--- config.mk ---
export PLATFORM = sky130hd
export DESIGN_NAME = div_unit_flat
export DESIGN_NICKNAME = d
export VERILOG_FILES = /design/src/rtl/div_unit_if.sv /design/src/rtl/div_unit.sv /design/src/flat_wrapper.sv
export SDC_FILE = /design/constraint.sdc
export NUM_CORES = 1
export LEC_CHECK = 0
export CORE_UTILIZATION = 60
export CTS_CLUSTER_SIZE = 20
export DETAILED_ROUTE_END_ITERATION = 6
export HOLD_SLACK_MARGIN = 0.03
export PLACE_DENSITY = 0.82
export SLEW_MARGIN = 5
export SYNTH_ARGS = -nofsm -noshare
export SYNTH_HDL_FRONTEND = slang
export SYNTH_SLANG_ARGS = --single-unit
--- constraint.sdc ---
create_clock -name clk -period 7.9 [get_ports clk]
set_input_delay 1.975 -clock clk [delete_from_list [all_inputs] [get_ports clk]]
set_output_delay 1.975 -clock clk [all_outputs]
set_load 0.03 [all_outputs]
--- src/rtl/div_unit_if.sv ---
// Request/response bundle for div_unit: operand request channel, flush, and result channel.
interface div_unit_if #(
    parameter int XLEN = 64
);
    logic            in_valid;
    logic            in_ready;
    logic [XLEN-1:0] dividend;
    logic [XLEN-1:0] divisor;
    logic [1:0]      div_op;
    logic            is_word;
    logic            flush;
    logic            out_valid;
    logic            out_ready;
    logic [XLEN-1:0] result;

    modport master (
        output in_valid, dividend, divisor, div_op, is_word, flush, out_ready,
        input  in_ready, out_valid, result
    );

    modport slave (
        input  in_valid, dividend, divisor, div_op, is_word, flush, out_ready,
        output in_ready, out_valid, result
    );
endinterface

--- src/rtl/div_unit.sv ---
// Iterative RV64 M-extension divider (DIV/DIVU/REM/REMU and W forms), restoring radix-2.
// Optional macro DIV_SPECIAL_BYPASS_EN: divide-by-zero / signed overflow finish in one cycle.
module div_unit #(
    parameter int XLEN = 64
) (
    input  logic      clk,
    input  logic      rst_n,
    div_unit_if.slave bus
);
    localparam int HALF  = XLEN / 2;
    localparam int CNT_W = $clog2(XLEN + 1);

    typedef enum logic [1:0] {IDLE, CALC, DONE} state_t;

    state_t            state, nextState;
    logic [CNT_W-1:0]  cnt;
    logic [XLEN-1:0]   rem, quo, divMag, resultReg;
    logic              opRem, wordReg, negQ, negR;
    logic              accept, isSigned, aSign, bSign, divZero;
    logic [XLEN-1:0]   aOp, bOp, aNeg, bNeg, aMag, bMag;
    logic [XLEN:0]     shifted;
    logic              fits;
    logic [XLEN-1:0]   stepRem, stepQuo, qFixed, rFixed, pick, finalVal;

    assign bus.in_ready  = (state == IDLE) && !bus.flush;
    assign bus.out_valid = (state == DONE);
    assign bus.result    = resultReg;
    assign accept        = bus.in_valid && bus.in_ready;

    // Operand magnitudes and sign bookkeeping, evaluated on the accepting cycle.
    always_comb begin
        isSigned = !bus.div_op[0];
        aOp      = bus.is_word ? {{HALF{1'b0}}, bus.dividend[HALF-1:0]} : bus.dividend;
        bOp      = bus.is_word ? {{HALF{1'b0}}, bus.divisor[HALF-1:0]}  : bus.divisor;
        aSign    = isSigned && (bus.is_word ? bus.dividend[HALF-1] : bus.dividend[XLEN-1]);
        bSign    = isSigned && (bus.is_word ? bus.divisor[HALF-1]  : bus.divisor[XLEN-1]);
        aNeg     = '0 - aOp;
        bNeg     = '0 - bOp;
        aMag     = aOp;
        bMag     = bOp;
        if (aSign) aMag = bus.is_word ? {{HALF{1'b0}}, aNeg[HALF-1:0]} : aNeg;
        if (bSign) bMag = bus.is_word ? {{HALF{1'b0}}, bNeg[HALF-1:0]} : bNeg;
        divZero  = (bOp == '0);
    end

`ifdef DIV_SPECIAL_BYPASS_EN
    logic            specialReg, overflow, bypass;
    logic [XLEN-1:0] specialVal;

    always_comb begin
        overflow = isSigned && (bus.is_word
            ? (aOp[HALF-1:0] == {1'b1, {(HALF-1){1'b0}}}) && (bOp[HALF-1:0] == '1)
            : (aOp == {1'b1, {(XLEN-1){1'b0}}}) && (bOp == '1));
        bypass = divZero || overflow;
        if (divZero)
            specialVal = !bus.div_op[1] ? '1 : (bus.is_word
                ? {{HALF{bus.dividend[HALF-1]}}, bus.dividend[HALF-1:0]} : bus.dividend);
        else
            specialVal = bus.div_op[1] ? '0 : (bus.is_word
                ? {{(HALF+1){1'b1}}, {(HALF-1){1'b0}}} : {1'b1, {(XLEN-1){1'b0}}});
    end
`endif

    // One restoring step; the shifted partial remainder is XLEN+1 bits wide.
    always_comb begin
        shifted  = {rem, quo[XLEN-1]};
        fits     = shifted >= {1'b0, divMag};
        stepRem  = fits ? XLEN'(shifted - {1'b0, divMag}) : shifted[XLEN-1:0];
        stepQuo  = {quo[XLEN-2:0], fits};
        qFixed   = negQ ? '0 - stepQuo : stepQuo;
        rFixed   = negR ? '0 - stepRem : stepRem;
        pick     = opRem ? rFixed : qFixed;
        finalVal = wordReg ? {{HALF{pick[HALF-1]}}, pick[HALF-1:0]} : pick;
    end

    always_ff @(posedge clk or negedge rst_n) begin
        if (!rst_n) state <= IDLE;
        else        state <= nextState;
    end

    always_comb begin
        nextState = state;
        unique case (state)
            IDLE: if (accept) nextState = CALC;
            CALC: if (cnt == CNT_W'(1)) nextState = DONE;
            DONE: if (bus.out_ready) nextState = IDLE;
            default: nextState = IDLE;
        endcase
        if (bus.flush) nextState = IDLE;
    end

    always_ff @(posedge clk or negedge rst_n) begin
        if (!rst_n) begin
            cnt       <= '0;
            rem       <= '0;
            quo       <= '0;
            divMag    <= '0;
            resultReg <= '0;
            opRem     <= 1'b0;
            wordReg   <= 1'b0;
            negQ      <= 1'b0;
            negR      <= 1'b0;
`ifdef DIV_SPECIAL_BYPASS_EN
            specialReg <= 1'b0;
`endif
        end else if (bus.flush) begin
            cnt <= '0;
        end else if (accept) begin
            rem     <= '0;
            quo     <= bus.is_word ? {aMag[HALF-1:0], {HALF{1'b0}}} : aMag;
            divMag  <= bMag;
            opRem   <= bus.div_op[1];
            wordReg <= bus.is_word;
            negQ    <= (aSign ^ bSign) && !divZero;
            negR    <= aSign;
            cnt     <= bus.is_word ? CNT_W'(HALF) : CNT_W'(XLEN);
`ifdef DIV_SPECIAL_BYPASS_EN
            // Special cases take one pass through CALC with the answer preloaded.
            specialReg <= bypass;
            if (bypass) begin
                cnt       <= CNT_W'(1);
                resultReg <= specialVal;
            end
`endif
        end else if (state == CALC) begin
            rem <= stepRem;
            quo <= stepQuo;
            cnt <= cnt - CNT_W'(1);
`ifdef DIV_SPECIAL_BYPASS_EN
            if (cnt == CNT_W'(1) && !specialReg) resultReg <= finalVal;
`else
            if (cnt == CNT_W'(1)) resultReg <= finalVal;
`endif
        end
    end
endmodule

--- src/flat_wrapper.sv ---
// flat-port wrapper written by rule: the top's interface ports become plain ports
module div_unit_flat 
#(
    parameter int XLEN = 64
)
  (clk, rst_n, bus_in_valid, bus_dividend, bus_divisor, bus_div_op, bus_is_word, bus_flush, bus_out_ready, bus_in_ready, bus_out_valid, bus_result);
  div_unit_if #(.XLEN(XLEN)) bus_i ();
  input  logic clk;
  input  logic rst_n;
  input wire logic [$bits(bus_i.in_valid)-1:0] bus_in_valid;
  input wire logic [$bits(bus_i.dividend)-1:0] bus_dividend;
  input wire logic [$bits(bus_i.divisor)-1:0] bus_divisor;
  input wire logic [$bits(bus_i.div_op)-1:0] bus_div_op;
  input wire logic [$bits(bus_i.is_word)-1:0] bus_is_word;
  input wire logic [$bits(bus_i.flush)-1:0] bus_flush;
  input wire logic [$bits(bus_i.out_ready)-1:0] bus_out_ready;
  output wire logic [$bits(bus_i.in_ready)-1:0] bus_in_ready;
  output wire logic [$bits(bus_i.out_valid)-1:0] bus_out_valid;
  output wire logic [$bits(bus_i.result)-1:0] bus_result;
  assign bus_i.in_valid = bus_in_valid;
  assign bus_i.dividend = bus_dividend;
  assign bus_i.divisor = bus_divisor;
  assign bus_i.div_op = bus_div_op;
  assign bus_i.is_word = bus_is_word;
  assign bus_i.flush = bus_flush;
  assign bus_i.out_ready = bus_out_ready;
  assign bus_in_ready = bus_i.in_ready;
  assign bus_out_valid = bus_i.out_valid;
  assign bus_result = bus_i.result;
  div_unit #(.XLEN(XLEN)) u_core (.clk(clk), .rst_n(rst_n), .bus(bus_i));
endmodule
== Yosys cells after proc, flatten, opt, wreduce, memory -nomap -nowiden ==
Cells that the tools add are included.

* Register bits after elaboration: 269
* Bits of input ports: 136
* Output and inout bits: 66
* Word-level logic and storage cells: 69

* $add $sub $neg: 6
* $lt $le $gt $ge: 1
* Equal/unequal tests: 6
* Multiplexer cells: 27
* Bitwise gates (word level): 3
* Reduce and logical (&&, ||, !) cells: 16

{| class="wikitable"
|+ Operator list
! kind !! number
|-
| 2-to-1 mux 64 bit || 16
|-
| subtractor 1 x 64 -> 64 bit, first input constant || 4
|-
| greater-or-equal comparator 65 x 64 -> 1 bit || 1
|-
| zero test 64 bit || 1
|-
| subtractor 64 bit || 1
|-
| 2-to-1 mux 7 bit || 4
|-
| 2-to-1 mux 2 bit || 4
|-
| equality test 7 x 1 -> 1 bit, second input constant || 1
|-
| subtractor 7 x 1 -> 7 bit, second input constant || 1
|-
| != test 3 x 2 -> 1 bit, second input constant || 2
|-
| one-hot mux 2 bit (3 select lines) || 1
|-
| logical AND 1 bit || 5
|-
| AND reduction 2 bit || 2
|-
| AND reduction 4 bit || 1
|-
| zero test 1 bit || 3
|-
| != test 3 bit, second input constant || 1
|-
| AND reduction 3 bit || 1
|-
| nonzero test 3 bit || 1
|-
| equality test 2 x 1 -> 1 bit, second input constant || 1
|-
| equality test 2 bit, second input constant || 1
|-
| zero test 2 bit || 1
|-
| 2-to-1 mux 1 bit || 2
|-
| inverter 1 bit || 2
|-
| nonzero test 2 bit || 1
|-
| XOR 1 bit || 1
|}

== Depth between registers and ports, before layout ==
* Depth in word-level cells: 6
* Mapped depth: 32
* Mapped depth without buffers: 23

== Worst setup path before layout ==
No wires, ideal clock.

* Path type: register to register
* From: register u_core.rem[47]
* To: register u_core.resultReg[50], in the netlist u_core.bus.result[50]
* Setup time: 126 ps
* Arrival time: 7023 ps
* Data required time: 7774 ps
* Slack: 751 ps
* Cell stages (with the launch flop): 30
* Path buffers: 9
* Period minus slack after synthesis: 7149 ps
* Cell sequence: dfrtp_1 -> ha_1 -> clkbuf_1 -> nand4_1 -> nor4_1 -> inv_1 -> a311oi_2 -> o31ai_4 -> nand2_1 -> buf_4 -> clkbuf_1 -> buf_2 -> buf_1 -> clkbuf_1 -> clkbuf_1 -> buf_1 -> nand2_1 -> o21ai_0 -> ha_1 -> inv_1 -> or2_2 -> or4_1 -> o41a_1 -> or2_1 -> or4b_1 -> buf_2 -> o31ai_2 -> xnor2_1 -> a211oi_1 -> o32a_1

* Cells in the longest elaborated chain, start to end: 6
* Elaborated cells between the ends (all ways): 9
* Those cells by class: add/sub: 3; order compare: 1; mux: 5

{| class="wikitable"
|+ Ends and longest elaborated chain
! element !! RTL line !! RTL
|-
| start: declaration || div_unit.sv:17 || <nowiki>logic [XLEN-1:0] rem, quo, divMag, resultReg;</nowiki>
|-
| start signal: assignment || div_unit.sv:126 || <nowiki>rem <= stepRem;</nowiki>
|-
| subtractor 64 bit / greater-or-equal comparator 65 x 64 -> 1 bit (equally long branches) || div_unit.sv:68, div_unit.sv:67 ||
|-
| 2-to-1 mux 64 bit || div_unit.sv:68 || <nowiki>stepRem = fits ? XLEN'(shifted - {1'b0, divMag}) : shifted[XLEN-1:0];</nowiki>
|-
| subtractor 1 x 64 -> 64 bit || div_unit.sv:71 || <nowiki>rFixed = negR ? '0 - stepRem : stepRem;</nowiki>
|-
| 2-to-1 mux 64 bit || div_unit.sv:71 ||
|-
| 2-to-1 mux 64 bit (*) || div_unit.sv:72 || <nowiki>pick = opRem ? rFixed : qFixed;</nowiki>
|-
| 2-to-1 mux 64 bit (*) || div_unit.sv:73 || <nowiki>finalVal = wordReg ? {{HALF{pick[HALF-1]}}, pick[HALF-1:0]} : pick;</nowiki>
|-
| end signal: assignment || div_unit.sv:132 || <nowiki>if (cnt == CNT_W'(1)) resultReg <= finalVal;</nowiki>
|-
| end: declaration || div_unit.sv:17 ||
|}

Mark *: on every way between the ends. The rest lies on a longest branch, timed or not.
A chain may end at the register's enable or synchronous reset.

== Final worst setup path ==
* From: register u_core.rem[7]
* To: register u_core.resultReg[63], in the netlist u_core.bus.result[63]

The elaborated chain is that of the path after synthesis.

==> flow_summary.ini <==
[grt]
grt_overflow = 0
grt_pass1_wl_mm = 137.7
track_usage_pct = 45.53
antenna_found_initial = 2
grt_max_degree = 166
grt_pass1_vias = 23990

[cells_and_area]
seqCellArea_sq_um = 6733
fill_cells = 2980
multi_input_area_sq_um = 15230
nets = 3323
stdcell_area_sq_um = 26300
antenna_cells = 0
syn_to_final_growth_pct = 13.88
drive_above_1_share_pct = 4.141

[logic_synthesis]
synth_cell_types = 88
synth-seq-area-share_pct = 29.14
syn_inst = 3047
yosys_warnings = 0
synth_edf_count = 0
synth_top_area_share_pct = 29.14
async_flop_share_pct = 100.0
synth_top_cell_by_area = dfrtp_1
synth_ff_type = dfrtp_1
netlist_top_cells_area = dfrtp_1 (29%), o21ai_0 (8.2%), nand2_1 (5.4%)
synth_area_per_cell_sq_um = 7.580
ys_top_cells_by_count = o21ai_0 (379), nand2_1 (330), dfrtp_1 (269)
yosysMostFrequentCell = o21ai_0
synth_area_sq_um = 23100
synth-seq-cells = 269
synth_nets = 3254

[setup_path]
arrival_ps = 7560
cp-end-kind = register
crit_required_ps = 8360
timing_worst_setup_path_type = reg2reg
crit_fanout = 49
start_kind = register

[timing]
hold_slack_ps = 474.8
period_share_pct = 89.96
finalClockSkew_ps = 21.30
hold_viol = 0
worstMarginPinSlew_ps = 1406
maxSlewViolCount = 0
period_needed_ps = 7107
clock.fmax_ghz = 0.1407
setup_viol = 0
maxSlewHeadroom_pct = 3.841
rsz0062_at_grt = false
tns_ps = 0
setup_slack_ps = 793.3

[drt]
vias_per_cell = 7.029
drt_first_pass_iters = 7
vias = 25660
antenna_left = 0
finalWirelength_mm = 90.54
detail_route.wl_per_cell_microns = 24.80
drt_iter0_drc = 3324
drc = 6

[clocking]
post_cts_buffers = 0
cts_buffer_depth = 3
cts_resized = 0
clockRootBuffer = clkbuf_16
cts_tree = built
clkTransAtPathRegs_ps = 70
holdBufCountCts = 0
clock_latency_ps = 590
cts.sinks = 269
numCtsBuffers = 31
h-tree-depth = 1

[floorplanning]
die_y_microns = 198.2
core_sq_um = 37760
dieArea_sq_um = 39280
placementRows = 71
die_x_microns = 198.2
io_pins = 202
initial_core_util_pct = 61.18

[placed_design]
dp_hpwl_mm = 67.47
dp_slack_ps = 1067
portBuffers = 201
place_congestion = 1.060
placed_area_sq_um = 25240

[outcome]
violations = DRC
status = complete, but fails checks

[power]
leakage_nw = 10.85
powerDensity_nw_per_um2 = 261.3
irDropWorstVdd_mv = 0.2885

[job]
cap_violations = 0

[worst_hold_path]
worstHoldPathType = reg2reg
-- flip-flops by register name, indices dropped and copies added, names as in the netlist --
name	cells
u_core.bus.result	64
u_core.divMag	64
u_core.quo	64
u_core.rem	64
u_core.cnt	7
u_core.state	2
u_core.negQ	1
u_core.negR	1
u_core.opRem	1
u_core.wordReg	1
-- kinds of logic (layout without fill, tap and decap cells) --
kind of cell | Yosys count | after routing | synth area share (%)
simple gates | 1050 | 1050 | 21.51
mux | 67 | 67 | 2.925
xor+xnor | 267 | 267 | 10.12
fa+ha+maj | 71 | 71 | 3.879
flops | 269 | 269 | 29.14
buf+inv | 302 | 394 | 5.103
compound gates | 1021 | 1021 | 27.31
-- path summary, 6_finish.rpt --
| kind | from | to | slack, ps | cells after the start |
|---|---|---|---|---|
| max | u_core.rem[7] | u_core.bus.result[63] | 790 | 16 |
| min in group asynchronous | rst_n | u_core.divMag[13] | 1450 | 1 |
| max in group asynchronous | rst_n | u_core.opRem | 4920 | 2 |
| min reg2reg | u_core.bus.result[0] | u_core.bus.result[0] | 470 | 2 |
| min | u_core.bus.result[0] | u_core.bus.result[0] | 470 | 2 |
| max reg2reg | u_core.rem[7] | u_core.bus.result[63] | 790 | 16 |
-- metal layers --
layer	vias up	track usage (%)	share of wire (%)
li1	11270	-	-
met1	12160	56.78	37
met3	388	9.402	11
met5	-	0	0.012
met2	1839	72.03	45
met4	2	28.48	7.4
-- final cells by class --
| type | instances | area share, % |
|---|---|---|
| clock buffer | 38 | 3.315 |
| inverter | 110 | 1.570 |
| tap | 511 | 2.431 |
| timing repair buffer | 228 | 8.467 |
| multi-input combinational | 2476 | 57.88 |
| clock inverter | 18 | 0.7373 |
| sequential | 269 | 25.60 |
-- power by group --
group / switching [mW] / leakage, nW / internal [mW]
clock: 0.651 / 0.520 / 0.882
combinational: 2.06 / 6.82 / 1.17
sequential: 0.392 / 3.51 / 1.72
-- metrics by stage --
stage	std cells	power [mW]	utilization, %
2_1_floorplan	3047	4.067	-
3_5_place_dp	3594	5.205	66.85
3_3_place_gp	3594	5.110	66.85
5_1_grt	3650	7.166	69.67
4_1_cts	3650	6.751	69.67
6_report	3650	6.874	69.67
-- cells in the final DEF (no fill, tap or decap), types with 10 or more instances in the layout --
cell type,count
o211ai_1,16
nand4_1,34
o31ai_1,55
o21ai_0,379
o22ai_1,65
a221oi_1,12
a31oi_1,33
nor4_1,41
xor2_1,133
or3_1,41
nand3_1,102
dfrtp_1,268
a21oi_1,199
ha_1,70
nand2_1,325
o21ai_1,10
o21a_1,16
buf_4,26
xnor2_1,134
and3_1,24
a2111oi_0,10
and2_1,16
nor3_1,88
mux2i_1,63
inv_1,109
or4_1,26
a21o_1,35
a22oi_1,50
or2_2,13
nand2b_1,21
o41ai_1,24
clkbuf_16,31
clkdlybuf4s50_1,199
a211oi_1,21
nor2_1,261
-- worst max-delay path: stages, from the launching register on --
cell      delay [ps]
dfrtp_1          510
ha_1             490
nand4_1          220
nor4_1           870
nand3_1          170
o311ai_1         370
a21oi_2          210
nand2_4          210
buf_4            430
buf_4            640
mux2i_1          480
nor3b_1          530
o211ai_1         470
nor3b_1          630
nand4b_1         240
a311oi_1         340
a21oi_1          110
Note: power is estimated with default switching activity, not from simulation.
